## config.mk

```make
export PLATFORM = sky130hd
export DESIGN_NAME = reg_file_flat
export DESIGN_NICKNAME = d
export VERILOG_FILES = /design/src/rtl/reg_file_if.sv /design/src/rtl/reg_file.sv /design/src/flat_wrapper.sv
export SDC_FILE = /design/constraint.sdc
export NUM_CORES = 1
export LEC_CHECK = 0
export BUFFER_PORTS_ARGS = -buffer_cell sky130_fd_sc_hd__buf_2
export CAP_MARGIN = 30
export CORE_ASPECT_RATIO = 1.4
export CORE_UTILIZATION = 51
export CTS_BUF_LIST = sky130_fd_sc_hd__clkbuf_16
export CTS_CLUSTER_SIZE = 16
export DETAILED_ROUTE_END_ITERATION = 12
export GPL_TIMING_DRIVEN = 0
export PLACE_DENSITY = 0.77
export SYNTH_ARGS = -nofsm -noshare
export SYNTH_HDL_FRONTEND = slang
export SYNTH_SLANG_ARGS = --single-unit
```

## constraint.sdc

```tcl
create_clock -name clk -period 4.93 [get_ports clk]
set_clock_uncertainty 0.1 [all_clocks]
set_input_delay 0.2465 -clock clk [delete_from_list [all_inputs] [get_ports clk]]
set_output_delay 0.2465 -clock clk [all_outputs]
set_load 0.02 [all_outputs]
```

## src/rtl/reg_file_if.sv

```systemverilog
// reg_file_if: read, write and context-stack signals between the control unit and the register file
interface reg_file_if #(
    parameter int WIDTH = 8,
    parameter int SIZE  = 11
);
    localparam int AW = $clog2(SIZE);
    logic [AW-1:0]    rf_addr_r1;
    logic [AW-1:0]    rf_addr_r2;
    logic [AW-1:0]    rf_addr_wr;
    logic [WIDTH-1:0] rf_data_out1;
    logic [WIDTH-1:0] rf_data_out2;
    logic [WIDTH-1:0] rf_data_in;
    logic             rf_data_we;
    logic             rf_stack_push;
    logic             rf_stack_pop;
    logic [5:0]       rf_stack_pointer;
    logic             rf_acc_zero;
    modport master (
        output rf_addr_r1, rf_addr_r2, rf_addr_wr, rf_data_in, rf_data_we,
               rf_stack_push, rf_stack_pop, rf_stack_pointer,
        input  rf_data_out1, rf_data_out2, rf_acc_zero
    );
    modport slave (
        input  rf_addr_r1, rf_addr_r2, rf_addr_wr, rf_data_in, rf_data_we,
               rf_stack_push, rf_stack_pop, rf_stack_pointer,
        output rf_data_out1, rf_data_out2, rf_acc_zero
    );
endinterface

```

## src/rtl/reg_file.sv

```systemverilog
// reg_file: register file with constant R0/R1, accumulator zero flag and a context stack for R2..SIZE-1
module reg_file #(
    parameter int WIDTH       = 8,
    parameter int SIZE        = 11,
    parameter int STACK_DEPTH = 4
) (
    input logic       clk,
    input logic       rst,
    reg_file_if.slave bus
);
    localparam int AW = $clog2(SIZE);
    localparam int FW = STACK_DEPTH > 1 ? $clog2(STACK_DEPTH) : 1;
    logic [WIDTH-1:0] regs [2:SIZE-1];
    logic [WIDTH-1:0] frames [STACK_DEPTH][2:SIZE-1];
    logic [5:0]       sp_m1;
    logic [FW-1:0]    f;
    logic             frame_ok, do_push, do_pop, wr_ok;
    // Frame is sp-1; sp==0 wraps sp_m1 to 63, so the depth compare alone rejects it too.
    assign sp_m1    = bus.rf_stack_pointer - 6'd1;
    assign f        = sp_m1[FW-1:0];
    assign frame_ok = bus.rf_stack_pointer != 6'd0 && int'(sp_m1) < STACK_DEPTH;
    assign do_push  = bus.rf_stack_push && !bus.rf_stack_pop && frame_ok;
    assign do_pop   = bus.rf_stack_pop && !bus.rf_stack_push && frame_ok;
    assign wr_ok    = bus.rf_data_we && int'(bus.rf_addr_wr) >= 2 && int'(bus.rf_addr_wr) < SIZE;
    function automatic logic [WIDTH-1:0] rd(input logic [AW-1:0] a);
        return int'(a) == 1 ? WIDTH'(1) : (int'(a) >= 2 && int'(a) < SIZE) ? regs[a] : '0;
    endfunction
    assign bus.rf_data_out1 = rd(bus.rf_addr_r1);
    assign bus.rf_data_out2 = rd(bus.rf_addr_r2);
    assign bus.rf_acc_zero  = regs[2] == '0;
    always_ff @(posedge clk) begin
        if (rst) begin
            regs <= '{default: '0};
            for (int i = 0; i < STACK_DEPTH; i++) frames[i] <= '{default: '0};
        end else if (do_pop) begin
            regs <= frames[f];
        end else begin
            if (do_push) frames[f] <= regs;
            if (wr_ok) regs[bus.rf_addr_wr] <= bus.rf_data_in;
        end
    end
endmodule

```

## src/flat_wrapper.sv

```systemverilog
// flat-port wrapper written by rule: the top's interface ports become plain ports
module reg_file_flat 
#(
    parameter int WIDTH       = 8,
    parameter int SIZE        = 11,
    parameter int STACK_DEPTH = 4
)
  (clk, rst, bus_rf_addr_r1, bus_rf_addr_r2, bus_rf_addr_wr, bus_rf_data_in, bus_rf_data_we, bus_rf_stack_push, bus_rf_stack_pop, bus_rf_stack_pointer, bus_rf_data_out1, bus_rf_data_out2, bus_rf_acc_zero);
  reg_file_if #(.WIDTH(WIDTH), .SIZE(SIZE)) bus_i ();
  input logic clk;
  input logic rst;
  input wire logic [$bits(bus_i.rf_addr_r1)-1:0] bus_rf_addr_r1;
  input wire logic [$bits(bus_i.rf_addr_r2)-1:0] bus_rf_addr_r2;
  input wire logic [$bits(bus_i.rf_addr_wr)-1:0] bus_rf_addr_wr;
  input wire logic [$bits(bus_i.rf_data_in)-1:0] bus_rf_data_in;
  input wire logic [$bits(bus_i.rf_data_we)-1:0] bus_rf_data_we;
  input wire logic [$bits(bus_i.rf_stack_push)-1:0] bus_rf_stack_push;
  input wire logic [$bits(bus_i.rf_stack_pop)-1:0] bus_rf_stack_pop;
  input wire logic [$bits(bus_i.rf_stack_pointer)-1:0] bus_rf_stack_pointer;
  output wire logic [$bits(bus_i.rf_data_out1)-1:0] bus_rf_data_out1;
  output wire logic [$bits(bus_i.rf_data_out2)-1:0] bus_rf_data_out2;
  output wire logic [$bits(bus_i.rf_acc_zero)-1:0] bus_rf_acc_zero;
  assign bus_i.rf_addr_r1 = bus_rf_addr_r1;
  assign bus_i.rf_addr_r2 = bus_rf_addr_r2;
  assign bus_i.rf_addr_wr = bus_rf_addr_wr;
  assign bus_i.rf_data_in = bus_rf_data_in;
  assign bus_i.rf_data_we = bus_rf_data_we;
  assign bus_i.rf_stack_push = bus_rf_stack_push;
  assign bus_i.rf_stack_pop = bus_rf_stack_pop;
  assign bus_i.rf_stack_pointer = bus_rf_stack_pointer;
  assign bus_rf_data_out1 = bus_i.rf_data_out1;
  assign bus_rf_data_out2 = bus_i.rf_data_out2;
  assign bus_rf_acc_zero = bus_i.rf_acc_zero;
  reg_file #(.WIDTH(WIDTH), .SIZE(SIZE), .STACK_DEPTH(STACK_DEPTH)) u_core (.clk(clk), .rst(rst), .bus(bus_i));
endmodule
```

### After elaboration in Yosys (flattened, before gate mapping)

Memories as Yosys holds them, arrays and structs flattened.
Cells that the tools add are included.

* bitwise logic cells: 3
* muxes and demuxes: 24
* add/sub/neg operators: 1
* reductions and logical operators: 16
* equal/unequal tests: 2
* order comparisons: 11

Operators by type and width (count)
* 2-to-1 mux 72 bit: 3
* bitwise mux 72 bit: 1
* 2-to-1 mux 8 bit: 9
* OR reduction 72 bit: 1
* binary-select mux 8 bit (select 4 bit): 2
* demux 8 bit (select 4 bit): 1
* greater-or-equal comparator 5 bit (second input constant): 3
* inverter 4 -> 5 bit: 3
* greater-or-equal comparator 4 x 2 -> 1 bit (second input constant): 3
* less-than comparator 4 bit (second input constant): 3
* logical AND 1 bit: 10
* equality test 4 x 2 -> 1 bit (second input constant): 2
* logical NOT 8 bit: 1
* 2-to-1 mux 1 bit: 7
* less-than comparator 6 x 3 -> 1 bit (second input constant): 1
* nonzero test 6 bit: 1
* subtractor 6 x 1 -> 6 bit (second input constant): 1
* less-than comparator 5 x 1 -> 1 bit (second input constant): 1
* logical NOT 1 bit: 2
* 2-to-1 mux 2 bit: 1
* nonzero test 2 bit: 1

* register bits: 72
* bits of input ports: 31
* output and inout bits: 17
* memories: 1
* word-level logic and storage cells: 67
* RAM bits: 288

Memories
* u_core.frames: depth 4, width 72, rd ports 1, clocked after Yosys merged registers in 0, write ports 4, line reg_file.sv:14 `logic [WIDTH-1:0] frames [STACK_DEPTH][2:SIZE-1];`

### Logic depth before layout (Yosys ltp)

Gate-level depths: netlist (run 1).

* depth in word-level cells: 10
* depth in mapped cells: 11
* mapped depth without buffers: 6

### Least setup slack after synthesis (run 1)

OpenSTA, ideal clock, no wires.

* kind: in2reg
* from: in bus_rf_stack_pointer[0]
* to: mem u_core.frames[3][0] (netlist name) (enable)
* stages on the path: 8
* arrival: 3.098 ns
* setup slack: 1.303 ns
* setup time: 0.429 ns
* buffers on the path: 4
* data required time: 4.401 ns
* path through: buf_6 -> buf_4 -> inv_1 -> ha_1 -> buf_2 -> clkbuf_1 -> nor4b_1 -> a21o_1

RTL lines
* start: declaration: line flat_wrapper.sv:19 `input wire logic [$bits(bus_i.rf_stack_pointer)-1:0] bus_rf_stack_pointer;`
* end: declaration: line reg_file.sv:14

==> results of run 1 <==
-- synth_stat cells (2+ instances only) --
library cell	count
a211oi_1	12
a211oi_2	16
a21oi_1	18
a221oi_1	12
a311oi_1	2
a311oi_2	54
and2_1	282
and3b_1	2
buf_1	14
buf_2	23
buf_4	12
buf_6	3
clkbuf_1	60
clkbuf_2	8
dfxtp_1	72
edfxtp_1	288
ha_1	2
inv_1	5
mux2_2	12
mux2i_1	32
mux4_2	88
nand2_1	73
nand2b_1	15
nand3_1	2
nand3b_1	7
nor2_1	25
nor2b_1	3
nor3_1	74
nor3_4	2
nor3b_1	2
nor4_1	6
nor4b_1	2
o21ai_0	44
o22ai_1	2
o2bb2ai_1	2
o31ai_1	2
or2_1	2
or2_2	3
or3_1	2
or4_1	2
-- sequential cells by signal (all words and copies together), names as in the netlist --
| signal | count |
|---|---|
| u_core.frames | 288 |
| u_core.regs | 72 |
-- tightest hold or removal path, delay by kind of cell --
kind / cells / cell delay [ns]
and+or+nand+nor: 2 / 0.16
AOI/OAI and AO/OA: 1 / 0.09
buffers and inverters: 1 / 0.16
-- stage by stage --
stage | instance area (sq um) | std cells | setup slack, ns
6_report | 19700 | 1850 | 1.88
5_1_grt | 19700 | 1849 | 1.77
4_1_cts | 19700 | 1848 | 1.90
3_5_place_dp | 18600 | 1787 | 1.40
3_3_place_gp | 18400 | 1780 | -0.464
2_1_floorplan | 17700 | 1298 | 1.30
-- final timing paths --
| check | from | end | cells past startpoint |
|---|---|---|---|
| max | bus_rf_stack_pointer[0] | u_core.frames[3][27] | 9 |
| min | bus_rf_addr_wr[1] | u_core.regs[23] | 4 |
| max reg2reg | u_core.regs[8] | u_core.frames[2][8] | 2 |
| min reg2reg | u_core.regs[0] | u_core.regs[0] | 2 |
-- metal layers --
| layer | vias up | wire, microns |
|---|---|---|
| li1 | 5060 | - |
| met1 | 6015 | 19200 |
| met2 | 592 | 25000 |
| met3 | 158 | 3390 |
| met4 | 0 | 3160 |
| met5 | - | 0 |
-- power groups by stage --
stage	clock [W]	sequential (W)	combinational, W
floorplan	0	0.00346	0.000357
CTS	0.00262	0.00342	0.000544
global route	0.00273	0.00343	0.000574
global placement	0	0.00349	0.000525
finish	0.00262	0.00342	0.000551
detailed placement	0	0.00349	0.000540
-- cell families after synthesis --
kind of cell	Yosys count	synth area share, %
and+or+nand+nor	510	16.6
DFF	360	56.9
AOI/OAI and AO/OA	167	9.22
muxes	132	13.8
buffers and inverters	127	3.37
adders and majority gates	2	0.141
-- layout make-up --
type | count | area, sq um | share of cell area, %
inverters | 5 | 18.8 | 0.0953
repair buffers | 39 | 302 | 1.53
diodes | 1 | 2.50 | 0.0127
plain buffers | 122 | 579 | 2.94
flip-flops and latches | 360 | 10100 | 51.2
well taps | 451 | 564 | 2.86
clock inverters | 25 | 193 | 0.978
clock buffers | 36 | 901 | 4.57
multi-input cells | 811 | 7050 | 35.8
==> qor.yml, run 1 <==
gr-usage-met1_pct: 36.3
holdWs_ns: 0.0946
clkLatencyLatePin_ns: 0.53
yosysWarnings: 0
ctsHtreeMaxLevel: 2
drv_slew: 0
synth_top_area_cell: "edfxtp_1"
ys_types: 51
syn_nets: 1331
cts_hold_buf: 0
use_met3_pct: 3.58
crit_path_end_kind: "register"
track_usage_pct: 29.1
met2_usage_pct: 48.6
clk_path_buf_depth: 3
routedWlPerCell_microns: 27.4
grt_pass1_vias: 11800
pwr-share-seq_pct: 51.9
setup_viol: 0
layout_common_cells: "edfxtp_1 (288), and2_1 (282), mux4_2 (88), nor3_1 (74), nand2_1 (73)"
min_period_ns: 3.05
tightest_slew_ns: 1.19
ctsResizeCount: 0
cp_num_buf_inv: 6
path_clk_slew_ns: 0.06
root_buffer: "clkbuf_16"
hold_viol: 0
path_max_fanout: 41
powerDensity_nw_per_um2: 335
first_pass_iters: 5
synth_edf_count: 288
die-area_sq_um: 35500
synthArstFlopShare_pct: 0
io-pin-count: 48
hpwlAfterDp_microns: 34700
initial_utilization_pct: 51.9
finalPower_w: 0.00659
synthFlopType: "edfxtp_1"
drc: 0
ff2ff_setup_slack_ns: 3.28
max_stage_delay_ns: 0.54
synth_area_leaders: "edfxtp_1 (49%), mux4_2 (11%), and2_1 (10%), dfxtp_1 (8.1%), a311oi_2 (4.6%)"
ir_worst_vdd_mv: 0.195
grt.overflow.total: 0
maxCapViolations: 0
final_net_count: 1406
vias: 11800
antenna_found_initial: 0
syn_inst: 1298
cts_sinks: 360
combinationalPowerShare_pct: 8.4
p_sw_w: 0.00154
status: "completed"
fin_util_pct: 57.7
area_growth_pct: 11.2
slew_headroom_pct: 20.9
fin_setup_tns_ns: 0
cp_cell_sequence: "buf_6 -> buf_4 -> inv_1 -> ha_1 -> buf_2 -> clkbuf_1 -> nor4b_1 -> a21o_4 -> buf_16"
period_share_pct: 61.8
cts_tree: "done"
grt_max_degree: 52
via_per_inst: 6.39
synth_top_area_share_pct: 48.8
drt_iter0_drc: 1303
avgSynthCellArea_sq_um: 13.7
crit_required_ns: 5.04
fmaxAchievable_mhz: 328
p_int_w: 0.00505
arrival_ns: 3.16
clockPowerShare_pct: 39.7
crit_family: "buffers and inverters"
drive_above_1_share_pct: 22.7
cts_setup_buffers: 0
ant_nets: 0
power_leakage_nw: 6.76
rsz0062_at_grt: "false"
synth_seq_cells: 360
netlist_area_sq_um: 17700
die_h_microns: 223
nFillCells: 2646
min_path_type: "in2reg"
slowest_stage: "a21o_4"
fp.dieW_microns: 160
gp_congestion: 0.949
mostFrequentLayoutCell: "edfxtp_1"
sw_frac_of_total_pct: 23.4
rows: 80
io_buffers: 31
crit_type: "in2reg"
gr-max-usage-layer: "met2"
yosysSeqAreaShare_pct: 56.9
cts-buffers-inserted: 34
grt_pass1_wl_microns: 75300
startpoint_type: "input port"
wl_microns: 50800
coreArea_sq_um: 34100
Power figures use the tool's default switching activity.
==> run 2, diff against run 1 <==
PLACE_DENSITY = 0.8   (was 0.77)
clock period = 2.75 ns   (was 4.93 ns; I/O delays follow)
==> run 2 against run 1 <==
Worst setup slack got worse by 1.8 ns. Via count increased by 0.79%. Sequential share of layout area decreased by 0.62 points. Final area increased by 1.2%. Non-clock buffer count increased by 10. Clock power increased by 94%. Core utilization increased by 0.71 points. Power increased by 86%. Highest routed layer unchanged. Sequential power increased by 80%. Die area unchanged. Critical path type is now in2out. Combinational power increased by 81%. Critical path depth decreased by 3.
==> qor.yml, run 2 (synthesis gave the netlist of run 1 again) <==
use_met3_pct: 4.35
layout_common_cells: "edfxtp_1 (288), and2_1 (282), mux4_2 (88), nor3_1 (74), nand2_1 (73)"
period_share_pct: 98.7
dpl_cell_area_sq_um: 18600
ctsHtreeMaxLevel: 2
top_regs: "u_core.frames x288, u_core.regs x72"
cp_cell_sequence: "buf_2 -> buf_1 -> buf_1 -> a211oi_1 -> a221oi_1 -> buf_2"
hold_viol: 0
die_h_microns: 223
startpoint_type: "input port"
crit_type: "in2out"
powerDensity_nw_per_um2: 613
setup_viol: 0
drive_above_1_share_pct: 23.8
gp_congestion: 0.976
track_usage_pct: 29.5
path_max_fanout: 10
area_growth_pct: 12.5
arrival_ns: 2.48
via_per_inst: 6.39
crit_required_ns: 2.51
hpwlAfterDp_microns: 34800
min_period_ns: 2.72
die-area_sq_um: 35500
clk_path_buf_depth: 3
fp.dieW_microns: 160
fin_ws_ns: 0.0349
max_flop_register: "u_core.frames"
final_net_count: 1420
fin_setup_tns_ns: 0
crit_path_end_kind: "output port"
min_path_type: "in2reg"
antenna_found_initial: 1
gr-max-usage-layer: "met2"
grt.overflow.total: 0
maxCapViolations: 0
slew_headroom_pct: 25.5
fmaxAchievable_mhz: 368
drc: 0
largest_reg_flops: 288
vias: 11900
status: "completed"
root_buffer: "clkbuf_16"
rows: 80
routedWlPerCell_microns: 27.8
gr-usage-met1_pct: 35.5
wl_microns: 51700
power_leakage_nw: 6.88
nFillCells: 2656
mostFrequentLayoutCell: "edfxtp_1"
ir_worst_vdd_mv: 0.347
cts-buffers-inserted: 34
first_pass_iters: 7
grt_pass1_vias: 12000
grt_max_degree: 43
ant_nets: 0
clkLatencyLatePin_ns: 0.54
grt_pass1_wl_microns: 76000
pre_cts_slack_ns: -0.677
path_clk_slew_ns: 0.06
met2_usage_pct: 50.2
cts_sinks: 360
drt_iter0_drc: 1429
drv_slew: 0
rsz0062_at_grt: "false"
max_stage_delay_ns: 0.56
cts_tree: "done"
io_buffers: 31
stdcell_area_sq_um: 19900
coreArea_sq_um: 34100
tightest_slew_ns: 1.12
io-pin-count: 48
initial_utilization_pct: 51.9
slowest_stage: "a221oi_1"
-- run 2: cell types whose count changed in the layout (fill, tap and decap cells not counted), sizes merged --
cell,before,now
buf,92,100
clkinv,11,13
a21o,1,2
or2,5,8
clkinvlp,2,0
dlygate4sd3,0,2
inv,14,10
bufinv,3,7
-- run 2: what timing repair did --
item                                   in CTS  in global routing
cloned                                      3                  1
setup buffers                               2                  7
setup endpoints to repair                 116                 60
hold buffers                                2                  0
pin swaps                                   2                  2
gates resized for setup                     2                  2
endpoints found under the hold margin       1                  0
-- run 2: metrics by stage --
step                      std cells  utilization (%)  power, W  hold WS (ns)
after global placement         1780             54.1   0.00718         0.439
final                          1864             58.4    0.0122         0.124
after CTS                      1855             58.2    0.0122         0.103
after floorplan                1298                -   0.00685         0.359
after detailed placement       1787             54.4   0.00722         0.448
after global routing           1863             58.4    0.0125         0.124
-- run 2: where the power goes --
part / switching [W] / internal [W] / total (W)
logic: 0.000630 / 0.000369 / 0.000999
registers: 0.000102 / 0.00604 / 0.00614
clock network: 0.00206 / 0.00304 / 0.00509
-- run 2: critical path: cells and delay by family --
| kind | cells | cell delay [ns] |
|---|---|---|
| AOI/OAI and AO/OA | 2 | 0.81 |
| buffers and inverters | 4 | 1.52 |
-- run 2: layer usage --
layer | share of wire (%) | wire [microns] | up-vias
met1 | 36 | 18700 | 5948
met3 | 7.8 | 4040 | 185
met5 | 0 | 0 | -
met4 | 6.3 | 3270 | 0
li1 | - | - | 5088
met2 | 50 | 25700 | 698
-- run 2: path summary, 6_finish.rpt --
path                        from             endpoint  slack, ns  cells past startpoint
max            bus_rf_addr_r2[1]  bus_rf_data_out2[1]       0.03                      6
min            bus_rf_data_in[7]      u_core.regs[55]       0.12                      3
max reg2reg  u_core.frames[1][4]       u_core.regs[4]       1.26                      3
min reg2reg       u_core.regs[0]       u_core.regs[0]       0.46                      2
-- run 2: final cells by class --
type                       instances  area [sq um]  area share, %
sequential                       360         10100           50.6
buffer                           122           581           2.91
tap                              451           564           2.83
multi-input combinational        815          7090           35.6
clock buffer                      36           901           4.52
inverter                           5          18.8         0.0941
antenna                            1          2.50         0.0125
timing repair buffer              49           392           1.96
clock inverter                    25           300           1.51
==> run 3, diff against run 2 <==
==> constraint.sdc (replaced) <==
create_clock -name clk -period 2.75 [get_ports clk]
set_clock_uncertainty 0.1 [all_clocks]
set_input_delay 0 -clock clk [delete_from_list [all_inputs] [get_ports clk]]
set_output_delay 0 -clock clk [all_outputs]
set_load 0.02 [all_outputs]
==> run 3 against run 2 <==
Cell count is 0.27% lower. Sequential power about the same. Die area unchanged. Highest routed layer unchanged. Power decreased by 2.9%. Critical endpoint is now u_core.frames[0][44]. Clock power down 6.9%. First-iteration DRC count decreased by 10%. Final area decreased by 0.60%. Largest cell class unchanged.
==> qor.yml, run 3 (synthesis gave the netlist of run 1 again) <==
status: "completed"
drc: 0
grt_max_degree: 47
drt_iter0_drc: 1286
crit_type: "in2reg"
sw_frac_of_total_pct: 23.5
startpoint_type: "input port"
slew_headroom_pct: 27.8
crit_required_ns: 2.85
clk_path_buf_depth: 3
hold_end: "u_core.frames[2][0]"
vias: 11900
largest_reg_flops: 288
via_per_inst: 6.39
period_share_pct: 97.3
ant_nets: 0
first_pass_iters: 5
die-area_sq_um: 35500
hpwlAfterDp_microns: 34700
final_net_count: 1415
hold_viol: 0
power_leakage_nw: 6.82
track_usage_pct: 29.5
fmaxAchievable_mhz: 374
drv_slew: 0
gp_congestion: 0.932
ff2ff_setup_slack_ns: 1.25
r2r-start: "u_core.frames[0][4]"
io_buffers: 31
top_regs: "u_core.frames x288, u_core.regs x72"
ir_worst_vdd_mv: 0.340
cts_sinks: 360
powerDensity_nw_per_um2: 599
cts_setup_buffers: 0
drive_above_1_share_pct: 22.5
crit_family: "simple AND/OR/NAND/NOR gates"
coreArea_sq_um: 34100
mostFrequentLayoutCell: "edfxtp_1"
timing.rr.end: "u_core.regs[4]"
root_buffer: "clkbuf_16"
clockPowerShare_pct: 39.9
cp_cell_sequence: "buf_6 -> buf_4 -> inv_1 -> ha_1 -> nor2_1 -> a221oi_4 -> buf_6 -> nor3_4 -> or2_4 -> buf_16"
maxCapViolations: 0
layout_common_cells: "edfxtp_1 (288), and2_1 (282), mux4_2 (88), nor3_1 (74), nand2_1 (73)"
antenna_cells: 0
slowest_stage: "nor3_4"
crit_path_end_kind: "register"
min_path_type: "in2reg"
area_growth_pct: 11.8
final_cells: 1859
max_flop_register: "u_core.frames"
path_max_fanout: 46
fin_setup_tns_ns: 0
tightest_slew_ns: 1.08
grt_pass1_wl_microns: 76400
wl_microns: 51400
routedWlPerCell_microns: 27.6
cts-buffers-inserted: 34
p_sw_w: 0.00279
rows: 80
max_stage_delay_ns: 0.60
antenna_found_initial: 0
min_period_ns: 2.68
cts_tree: "done"
setup_viol: 0
hold_depth: 4
ctsHtreeMaxLevel: 2
pwr-share-seq_pct: 51.7
rsz0062_at_grt: "false"
cp_num_buf_inv: 5
die_h_microns: 223
dpl.cell_count: 1786
crit_top_cell: "buf_6"
worstHoldStart: "bus_rf_stack_push"
grt.overflow.total: 0
path_clk_slew_ns: 0.07
arrival_ns: 2.77
grt_pass1_vias: 12300
clkLatencyLatePin_ns: 0.54
combinationalPowerShare_pct: 8.4
p_int_w: 0.00909
r2r_cells: 3
initial_utilization_pct: 51.9
fp.dieW_microns: 160
io-pin-count: 48
==> run 3: cell count changes in the layout (fill, tap and decap cells not counted), sizes merged <==
cell / delta
diode: -1
inv: +9
buf: -8
clkbuf: +2
clkinvlp: +1
dlygate4sd3: +6
clkinv: -6
or2: -3
bufinv: -5
==> run 3: worst max path at each step <==
stage,start,to,depth (start not counted)
2_1_floorplan,bus_rf_stack_pointer[0],u_core.frames[0][0],9
3_3_place_gp,bus_rf_stack_pointer[0],u_core.frames[2][2],7
3_5_place_dp,bus_rf_stack_pointer[0],u_core.frames[3][28],9
4_1_cts,bus_rf_stack_pointer[0],u_core.frames[3][14],9
5_1_grt,bus_rf_stack_pointer[0],u_core.frames[0][44],10
6_report,bus_rf_stack_pointer[0],u_core.frames[0][44],10
==> run 3: layer usage <==
metal	global-route usage [%]	vias to the layer above	wire length, microns
met5	0	-	0
met1	34.9	5930	18500
met3	5.28	212	4020
met4	18.9	0	3660
met2	49.6	680	25200
li1	-	5066	-
==> run 3: per-stage QoR <==
| step | area [sq um] | hold WS (ns) | util, % | power, W | worst slack, ns |
|---|---|---|---|---|---|
| 6_report | 19800 | 0.0474 | 58.1 | 0.0119 | 0.0744 |
| 5_1_grt | 19800 | 0.0608 | 58.1 | 0.0121 | 0.00672 |
| 4_1_cts | 19800 | 0.0339 | 57.9 | 0.0119 | 0.0401 |
| 3_5_place_dp | 18600 | 0.420 | 54.4 | 0.00722 | -0.577 |
| 3_3_place_gp | 18500 | 0.440 | 54.1 | 0.00718 | -1.49 |
| 2_1_floorplan | 17700 | 0.141 | - | 0.00685 | 0.00324 |
==> run 3: area by class of cell <==
class                      instances  area (sq um)
inverter                           5          18.8
timing repair buffer              47           392
sequential                       360         10100
clock buffer                      38           951
buffer                           122           579
clock inverter                    24           161
multi-input combinational        812          7070
fill                            2622         14300
tap                              451           564
==> run 3: worst register-to-register path, stage by stage, from the launching register on <==
cell and delay [ns]:
edfxtp_1 0.36, mux4_2 0.50, nor3_1 0.30, a311oi_2 0.09
==> run 3: power by group through the flow <==
stage | Clock [W] | Combinational [W] | Sequential, W
floorplan | 0 | 0.000641 | 0.00620
global placement | 0 | 0.000935 | 0.00625
detailed placement | 0 | 0.000965 | 0.00625
CTS | 0.00477 | 0.000980 | 0.00613
global route | 0.00494 | 0.00104 | 0.00615
finish | 0.00474 | 0.000999 | 0.00614
==> run 3: repair_timing <==
action	in CTS	in global routing
hold endpoints to repair	16	14
setup endpoints to repair	29	0
hold buffers	6	2
resized for setup	1	0
